### src/rtl/irrigacao_pkg.sv
// Shared types and constants for the multi-zone irrigation controller:
// zone sequencer states, watering mode encoding and 7-segment glyphs.
package irrigacao_pkg;

    typedef enum logic [1:0] {
        ST_IDLE  = 2'd0,
        ST_SCAN  = 2'd1,
        ST_WATER = 2'd2,
        ST_NEXT  = 2'd3
    } zoneState_t;

    typedef enum logic [1:0] {
        MODE_NONE  = 2'd0,
        MODE_DRIP  = 2'd1,
        MODE_SPRAY = 2'd2
    } waterMode_t;

    // Segment order is {a, b, c, d, e, f, g}, active-high.
    localparam logic [6:0] SEG_H    = 7'b0110111;
    localparam logic [6:0] SEG_M    = 7'b1110110;
    localparam logic [6:0] SEG_L    = 7'b0001110;
    localparam logic [6:0] SEG_E    = 7'b1001111;
    localparam logic [6:0] SEG_A    = 7'b1110111;
    localparam logic [6:0] SEG_G    = 7'b1011110;
    localparam logic [6:0] SEG_ZERO = 7'b1111110;
    localparam logic [6:0] SEG_DASH = 7'b0000001;

endpackage

### src/rtl/debounce_sync.sv
// Single-bit input conditioner: two-flop synchroniser followed by a
// stability counter. The clean output follows the synchronised value only
// after it has held a new level for DEB_CYCLES consecutive cycles.
module debounce_sync #(
    parameter int DEB_CYCLES = 16
) (
    input  logic clk,
    input  logic rst_n,
    input  logic raw,
    output logic clean
);

    localparam int CW = $clog2(DEB_CYCLES);

    logic          sync1;
    logic          sync2;
    logic [CW-1:0] stableCnt;

    // Bring the asynchronous input into the clock domain.
    always_ff @(posedge clk or negedge rst_n) begin
        if (!rst_n) begin
            sync1 <= 1'b0;
            sync2 <= 1'b0;
        end else begin
            sync1 <= raw;
            sync2 <= sync1;
        end
    end

    // Count cycles the synchronised level differs from the clean output;
    // any return to the clean level restarts the count.
    always_ff @(posedge clk or negedge rst_n) begin
        if (!rst_n) begin
            clean     <= 1'b0;
            stableCnt <= '0;
        end else if (sync2 == clean) begin
            stableCnt <= '0;
        end else if (stableCnt == CW'(DEB_CYCLES - 1)) begin
            clean     <= sync2;
            stableCnt <= '0;
        end else begin
            stableCnt <= stableCnt + 1'b1;
        end
    end

endmodule

### src/rtl/irrigacao_multizona_ctrl.sv
// Multi-zone irrigation controller: conditions the tank and climate
// sensors, latches alarm/error, runs the inlet valve with hysteresis and a
// refill timeout, waters zones one at a time round-robin and drives one
// 7-segment digit.
module irrigacao_multizona_ctrl #(
    parameter int  ZONES          = 4,
    parameter int  DEB_CYCLES     = 16,
    parameter int  DRIP_CYCLES    = 1000,
    parameter int  SPRAY_CYCLES   = 400,
    parameter int  REFILL_TIMEOUT = 5000,
    localparam int ZW             = (ZONES > 1) ? $clog2(ZONES) : 1
) (
    input  logic             clk,
    input  logic             rst_n,
    input  logic             highLevel,
    input  logic             mediumLevel,
    input  logic             lowLevel,
    input  logic             temperatura,
    input  logic             umidadeAr,
    input  logic [ZONES-1:0] umidadeSolo,
    input  logic             alarmeAck,
    input  logic             chaveSeletora,
    output logic             valvulaEntrada,
    output logic [ZONES-1:0] gotejamento,
    output logic [ZONES-1:0] aspersao,
    output logic [ZW-1:0]    zonaAtiva,
    output logic             erro,
    output logic             alarme,
    output logic [6:0]       seg
);

    import irrigacao_pkg::*;

    localparam int BURST_MAX = (DRIP_CYCLES > SPRAY_CYCLES) ? DRIP_CYCLES : SPRAY_CYCLES;
    localparam int BW        = $clog2(BURST_MAX + 1);
    localparam int RTW       = $clog2(REFILL_TIMEOUT + 1);

    // Debounced sensor values
    logic             hDeb;
    logic             mDeb;
    logic             lDeb;
    logic             tDeb;
    logic             uaDeb;
    logic [ZONES-1:0] usDeb;

    debounce_sync #(.DEB_CYCLES(DEB_CYCLES)) uDebHigh (
        .clk(clk), .rst_n(rst_n), .raw(highLevel), .clean(hDeb)
    );
    debounce_sync #(.DEB_CYCLES(DEB_CYCLES)) uDebMedium (
        .clk(clk), .rst_n(rst_n), .raw(mediumLevel), .clean(mDeb)
    );
    debounce_sync #(.DEB_CYCLES(DEB_CYCLES)) uDebLow (
        .clk(clk), .rst_n(rst_n), .raw(lowLevel), .clean(lDeb)
    );
    debounce_sync #(.DEB_CYCLES(DEB_CYCLES)) uDebTemp (
        .clk(clk), .rst_n(rst_n), .raw(temperatura), .clean(tDeb)
    );
    debounce_sync #(.DEB_CYCLES(DEB_CYCLES)) uDebAir (
        .clk(clk), .rst_n(rst_n), .raw(umidadeAr), .clean(uaDeb)
    );

    for (genvar i = 0; i < ZONES; i++) begin : gSoil
        debounce_sync #(.DEB_CYCLES(DEB_CYCLES)) uDebSoil (
            .clk(clk), .rst_n(rst_n), .raw(umidadeSolo[i]), .clean(usDeb[i])
        );
    end

    // Alarm / error qualification
    logic           eNow;
    logic           alNow;
    logic           refillHit;
    logic           ackValid;
    logic           erroNext;
    logic           alarmeNext;
    logic [RTW-1:0] refillTimer;

    // Level sensors must nest (H implies M implies L); anything else is a
    // sensor fault. An empty tank (L low) is alarming but not an error.
    assign eNow  = (hDeb & ~mDeb) | (mDeb & ~lDeb);
    assign alNow = eNow | ~lDeb;

    // The refill fault fires on the cycle the open valve reaches its limit
    // without the tank reporting full.
    assign refillHit = valvulaEntrada && !hDeb &&
                       (refillTimer == RTW'(REFILL_TIMEOUT - 1));

    // An acknowledge only counts when no set condition is present, so a
    // set in the same cycle always wins.
    assign ackValid   = alarmeAck && !eNow && !alNow && !refillHit;
    assign erroNext   = ackValid ? 1'b0 : (erro | eNow | refillHit);
    assign alarmeNext = ackValid ? 1'b0 : (alarme | alNow | erroNext);

    // Sticky alarm and error flags.
    always_ff @(posedge clk or negedge rst_n) begin
        if (!rst_n) begin
            erro   <= 1'b0;
            alarme <= 1'b0;
        end else begin
            erro   <= erroNext;
            alarme <= alarmeNext;
        end
    end

    // Inlet valve with hysteresis between medium and high level; the timer
    // bounds how long a refill may run before it is treated as a fault.
    always_ff @(posedge clk or negedge rst_n) begin
        if (!rst_n) begin
            valvulaEntrada <= 1'b0;
            refillTimer    <= '0;
        end else if (valvulaEntrada) begin
            if (hDeb || erroNext) begin
                valvulaEntrada <= 1'b0;
                refillTimer    <= '0;
            end else begin
                refillTimer <= refillTimer + 1'b1;
            end
        end else if (!mDeb && !erroNext) begin
            valvulaEntrada <= 1'b1;
            refillTimer    <= '0;
        end
    end

    // Zone sequencer signals
    zoneState_t       state;
    waterMode_t       mode;
    logic [BW-1:0]    burst;
    logic [ZONES-1:0] zoneMask;
    logic             zoneNeed;
    logic             wantSpray;
    logic             wantDrip;

    assign zoneMask  = ZONES'(1) << zonaAtiva;
    assign zoneNeed  = ~usDeb[zonaAtiva];
    // Spray on dry air unless it is hot with a low tank; drip on humid air
    // when it is hot or the tank is low.
    assign wantSpray = zoneNeed & ~uaDeb & (~tDeb | mDeb);
    assign wantDrip  = zoneNeed &  uaDeb & ( tDeb | ~mDeb);

    // Round-robin zone sequencer; an active alarm overrides every state and
    // drops the zone valves on the same edge the alarm flag rises.
    always_ff @(posedge clk or negedge rst_n) begin
        if (!rst_n) begin
            state       <= ST_IDLE;
            mode        <= MODE_NONE;
            burst       <= '0;
            zonaAtiva   <= '0;
            gotejamento <= '0;
            aspersao    <= '0;
        end else if (alarmeNext) begin
            state       <= ST_IDLE;
            mode        <= MODE_NONE;
            gotejamento <= '0;
            aspersao    <= '0;
        end else begin
            case (state)
                ST_IDLE: begin
                    state <= ST_SCAN;
                end
                ST_SCAN: begin
                    if (wantSpray) begin
                        aspersao <= zoneMask;
                        mode     <= MODE_SPRAY;
                        burst    <= BW'(SPRAY_CYCLES - 1);
                        state    <= ST_WATER;
                    end else if (wantDrip) begin
                        gotejamento <= zoneMask;
                        mode        <= MODE_DRIP;
                        burst       <= BW'(DRIP_CYCLES - 1);
                        state       <= ST_WATER;
                    end else begin
                        state <= ST_NEXT;
                    end
                end
                ST_WATER: begin
                    if (usDeb[zonaAtiva] || burst == '0) begin
                        gotejamento <= '0;
                        aspersao    <= '0;
                        mode        <= MODE_NONE;
                        state       <= ST_NEXT;
                    end else begin
                        burst <= burst - 1'b1;
                    end
                end
                ST_NEXT: begin
                    zonaAtiva <= (zonaAtiva == ZW'(ZONES - 1)) ? '0 : zonaAtiva + 1'b1;
                    state     <= ST_SCAN;
                end
                default: begin
                    state <= ST_IDLE;
                end
            endcase
        end
    end

    // Registered display decode: tank level or current watering mode.
    always_ff @(posedge clk or negedge rst_n) begin
        if (!rst_n) begin
            seg <= '0;
        end else if (chaveSeletora) begin
            case (mode)
                MODE_SPRAY: seg <= SEG_A;
                MODE_DRIP:  seg <= SEG_G;
                default:    seg <= SEG_DASH;
            endcase
        end else begin
            case (1'b1)
                erro:    seg <= SEG_E;
                hDeb:    seg <= SEG_H;
                mDeb:    seg <= SEG_M;
                lDeb:    seg <= SEG_L;
                default: seg <= SEG_ZERO;
            endcase
        end
    end

endmodule

### config.mk
export PLATFORM = sky130hd
export DESIGN_NAME = irrigacao_multizona_ctrl
export DESIGN_NICKNAME = d
export VERILOG_FILES = /design/src/rtl/irrigacao_pkg.sv /design/src/rtl/debounce_sync.sv /design/src/rtl/irrigacao_multizona_ctrl.sv
export SDC_FILE = /design/constraint.sdc
export NUM_CORES = 1
export LEC_CHECK = 0
export CELL_PAD_IN_SITES_DETAIL_PLACEMENT = 1
export CELL_PAD_IN_SITES_GLOBAL_PLACEMENT = 1
export CORE_MARGIN = 4
export CORE_UTILIZATION = 48
export DETAILED_ROUTE_END_ITERATION = 10
export PLACE_DENSITY_LB_ADDON = 0.1
export SKIP_CTS_REPAIR_TIMING = 1
export SYNTH_ARGS = -nofsm -noshare
export SYNTH_HDL_FRONTEND = slang
export SYNTH_SLANG_ARGS = --single-unit
### constraint.sdc
create_clock -name clk -period 6 [get_ports clk]
set_input_delay 1.2 -clock clk [delete_from_list [all_inputs] [get_ports clk]]
set_output_delay 1.2 -clock clk [all_outputs]
set_load 0.1 [all_outputs]
==> results.json <==
{
  "synth_ff_type": "dfrtp_1",
  "crit_type": "flip-flop to output port",
  "fin_skew_ns": 0.009664,
  "static-leakage-power_nw": 2.380,
  "final_area_um2": 5588,
  "drv_cap": 0,
  "routed_wl_mm": 10.68,
  "setup_slack_ns": 2.689,
  "die_w_um": 109.8,
  "routedWlPerCell_um": 17.28,
  "root_buffer": "clkbuf_8",
  "placed_cell_area_um2": 5398,
  "route.vias.total": 3503,
  "place_inst": 602,
  "fin_cells": 618,
  "powerDensity_nw_per_um2": 231.8,
  "yosys.area_share.adder": 0.05536,
  "setup_viol": 0,
  "initial_core_util": 0.5018,
  "postRouteAntennaNets": 0,
  "cts_made_buffers": 9,
  "synth_cell_types": 52,
  "setup_tns_ns": 0,
  "synth_top_cell_by_area": "dfrtp_1",
  "grt_pass1_wl_mm": 18.25,
  "worstSetupEndpointType": "output port",
  "num_antenna_cells": 0,
  "p_total_mw": 1.296,
  "num_rows": 36,
  "place_ws_ns": 2.480,
  "grt_max_degree": 61,
  "synth-async-reset-ratio": 1.000,
  "path_delay_family": "buffers and inverters",
  "hold_class": "flip-flop to flip-flop",
  "outcome": "finished clean",
  "worst-path-stages": 1,
  "grt_overflow": 0,
  "dr.pass1.iters": 4,
  "min_period_over_period": 0.5519,
  "grt_use_total": 0.1936,
  "drt_iter0_drc": 135,
  "port_buffers": 32,
  "critPathArrivalTime_ns": 2.11,
  "period_needed_ns": 3.311,
  "slowest_delay_ns": 1.21,
  "core_area_um2": 9910,
  "synth.area.mux_share": 0.03372,
  "seq_area_frac_synth": 0.5486,
  "synth_top_area_frac": 0.5486,
  "crit_buf_inv": 1,
  "start_kind": "flip-flop",
  "synth_commonest_cells": "109 x dfrtp_1, 31 x a21oi_1, 29 x nor2_1, 26 x inv_1, 25 x nand3_1",
  "cts_tree": "yes",
  "numClockSinks": 109,
  "clkTransAtPathRegs_ns": 0.10,
  "worstSkewPairLatency_ns": 0.38,
  "synth-simple-area-share": 0.1714,
  "clockBufferDepth": 2,
  "grt_pass1_vias": 3714,
  "drv_slew": 0,
  "synth_seq_cells": 109,
  "io_pins": 33,
  "fmax_mhz": 302.0,
  "yosysWarnings": 0,
  "die_h_um": 109.8,
  "nNetsFinal": 515,
  "synth_compound_area_frac": 0.1228,
  "synth_top_family_by_area": "simple AND/OR/NAND/NOR gates",
  "dp_hpwl_mm": 7.523,
  "dieArea_um2": 12050,
  "cp_max_fo": 7,
  "maxSlewHeadroom": 0.1676,
  "syn_area_um2": 4972,
  "yosysMostFrequentCell": "dfrtp_1",
  "whs_path_depth": 0,
  "syn_to_final_growth_pct": 12.38,
  "tightest_slew_ns": 1.243,
  "cts.htree.levels": 3,
  "rr_worst_depth": 7,
  "syn_nets": 486,
  "synthCells": 451,
  "synth_edf_count": 0,
  "rsz0062_at_grt": "no",
  "fillers": 1092,
  "viasPerCell": 5.668,
  "grt_antenna_before_repair": 0,
  "avgSynthCellArea_um2": 11.02,
  "synthTopCellsByArea": "dfrtp_1 55%, ha_1 5.5%, xnor2_1 3.3%, a21oi_1 3.1%, mux2_2 2.7%",
  "cpMaxStageDelayCell": "clkdlybuf4s50_1",
  "path_cells": "clkdlybuf4s50_1",
  "synth-xor-area-share": 0.03523,
  "gp_congestion": 0.7769,
  "hold_violations": 0,
  "max-vdd-ir-drop_mv": 0.1706,
  "drc": 0,
  "crit_required_ns": 4.80,
  "drive_above_1_share": 0.07423
}
cell families (layout without fill, tap and decap cells):
logic type,Yosys count,after routing
adders and majority gates,22,22
buffers and inverters,41,75
DFF,109,109
muxes,14,14
xor gates and xnor gates,20,20
and+or+nand+nor,154,154
AOI/OAI and AO/OA,91,91
cell type report:
type                    count  area (um^2)  area share
clock buffers              11        131.4     0.02351
clock inverters             5        58.81     0.01052
inverters                  26        97.59     0.01747
multi-input cells         301         2081      0.3724
flip-flops and latches    109         2728      0.4881
well taps                 133        166.4     0.02978
repair buffers             33        325.3     0.05822
report_power, final:
part | total, mW | switching (mW) | internal (mW)
sequential | 0.775 | 0.0189 | 0.756
clock | 0.447 | 0.252 | 0.194
combinational | 0.0741 | 0.0449 | 0.0292
total | 1.30 | 0.316 | 0.980
per-layer routing:
layer,GRT usage,up-vias,wire (um)
met5,0,-,0
met4,0.04541,0,116
met3,0.04815,11,376
met2,0.3289,48,5363
met1,0.2492,1777,4822
li1,-,1667,-
sequential cells by signal, summed over array words and instances, names as in the netlist, 6 cells and up:
| name | cells |
|---|---|
| burst | 10 |
| refillTimer | 13 |
| seg | 6 |
| gSoil.uDebSoil.stableCnt | 16 |
metrics by stage:
stage	hold slack [ns]	util
after floorplan	0.3312	-
after global placement	0.3332	0.5447
after detailed placement	0.3370	0.5447
after CTS	0.3603	0.5639
after global routing	0.3698	0.5639
final	0.3579	0.5639
path summary, 6_finish.rpt:
path                                          from                              to  slack, ns
setup / recovery                      zonaAtiva[0]                    zonaAtiva[0]       2.69
hold / removal             gSoil[1].uDebSoil.sync1         gSoil[1].uDebSoil.sync2       0.36
setup reg to reg                          state[0]                        burst[8]       2.89
hold reg to reg            gSoil[1].uDebSoil.sync1         gSoil[1].uDebSoil.sync2       0.36
max in group asynchronous                    rst_n  gSoil[0].uDebSoil.stableCnt[0]       4.00
min in group asynchronous                    rst_n            uDebLow.stableCnt[2]       0.88
layout by cell type, fill, tap and decap left out, types with 3 or more instances in the layout:
| cell | netlist | routed |
|---|---|---|
| nand4b_1 | 10 | 10 |
| xnor2_1 | 19 | 19 |
| clkbuf_8 | 0 | 9 |
| a21o_1 | 8 | 8 |
| a21oi_1 | 31 | 31 |
| nor2_1 | 29 | 29 |
| ha_1 | 22 | 22 |
| dfrtp_1 | 109 | 109 |
| nand3b_1 | 4 | 4 |
| nor4_1 | 6 | 6 |
| nand2_1 | 21 | 21 |
| o31ai_1 | 3 | 3 |
| mux2_2 | 12 | 12 |
| inv_1 | 26 | 26 |
| a22o_1 | 10 | 10 |
| nor2b_1 | 13 | 13 |
| nand2b_1 | 3 | 3 |
| or2_2 | 3 | 3 |
| nor3b_1 | 10 | 10 |
| nor3_1 | 12 | 12 |
| o21ai_0 | 16 | 16 |
| a211oi_1 | 6 | 6 |
| nand3_1 | 25 | 25 |
| nand4_1 | 7 | 7 |
| a221o_1 | 3 | 3 |
| clkdlybuf4s50_1 | 0 | 31 |
No activity file was read; power rests on OpenSTA's default activity.
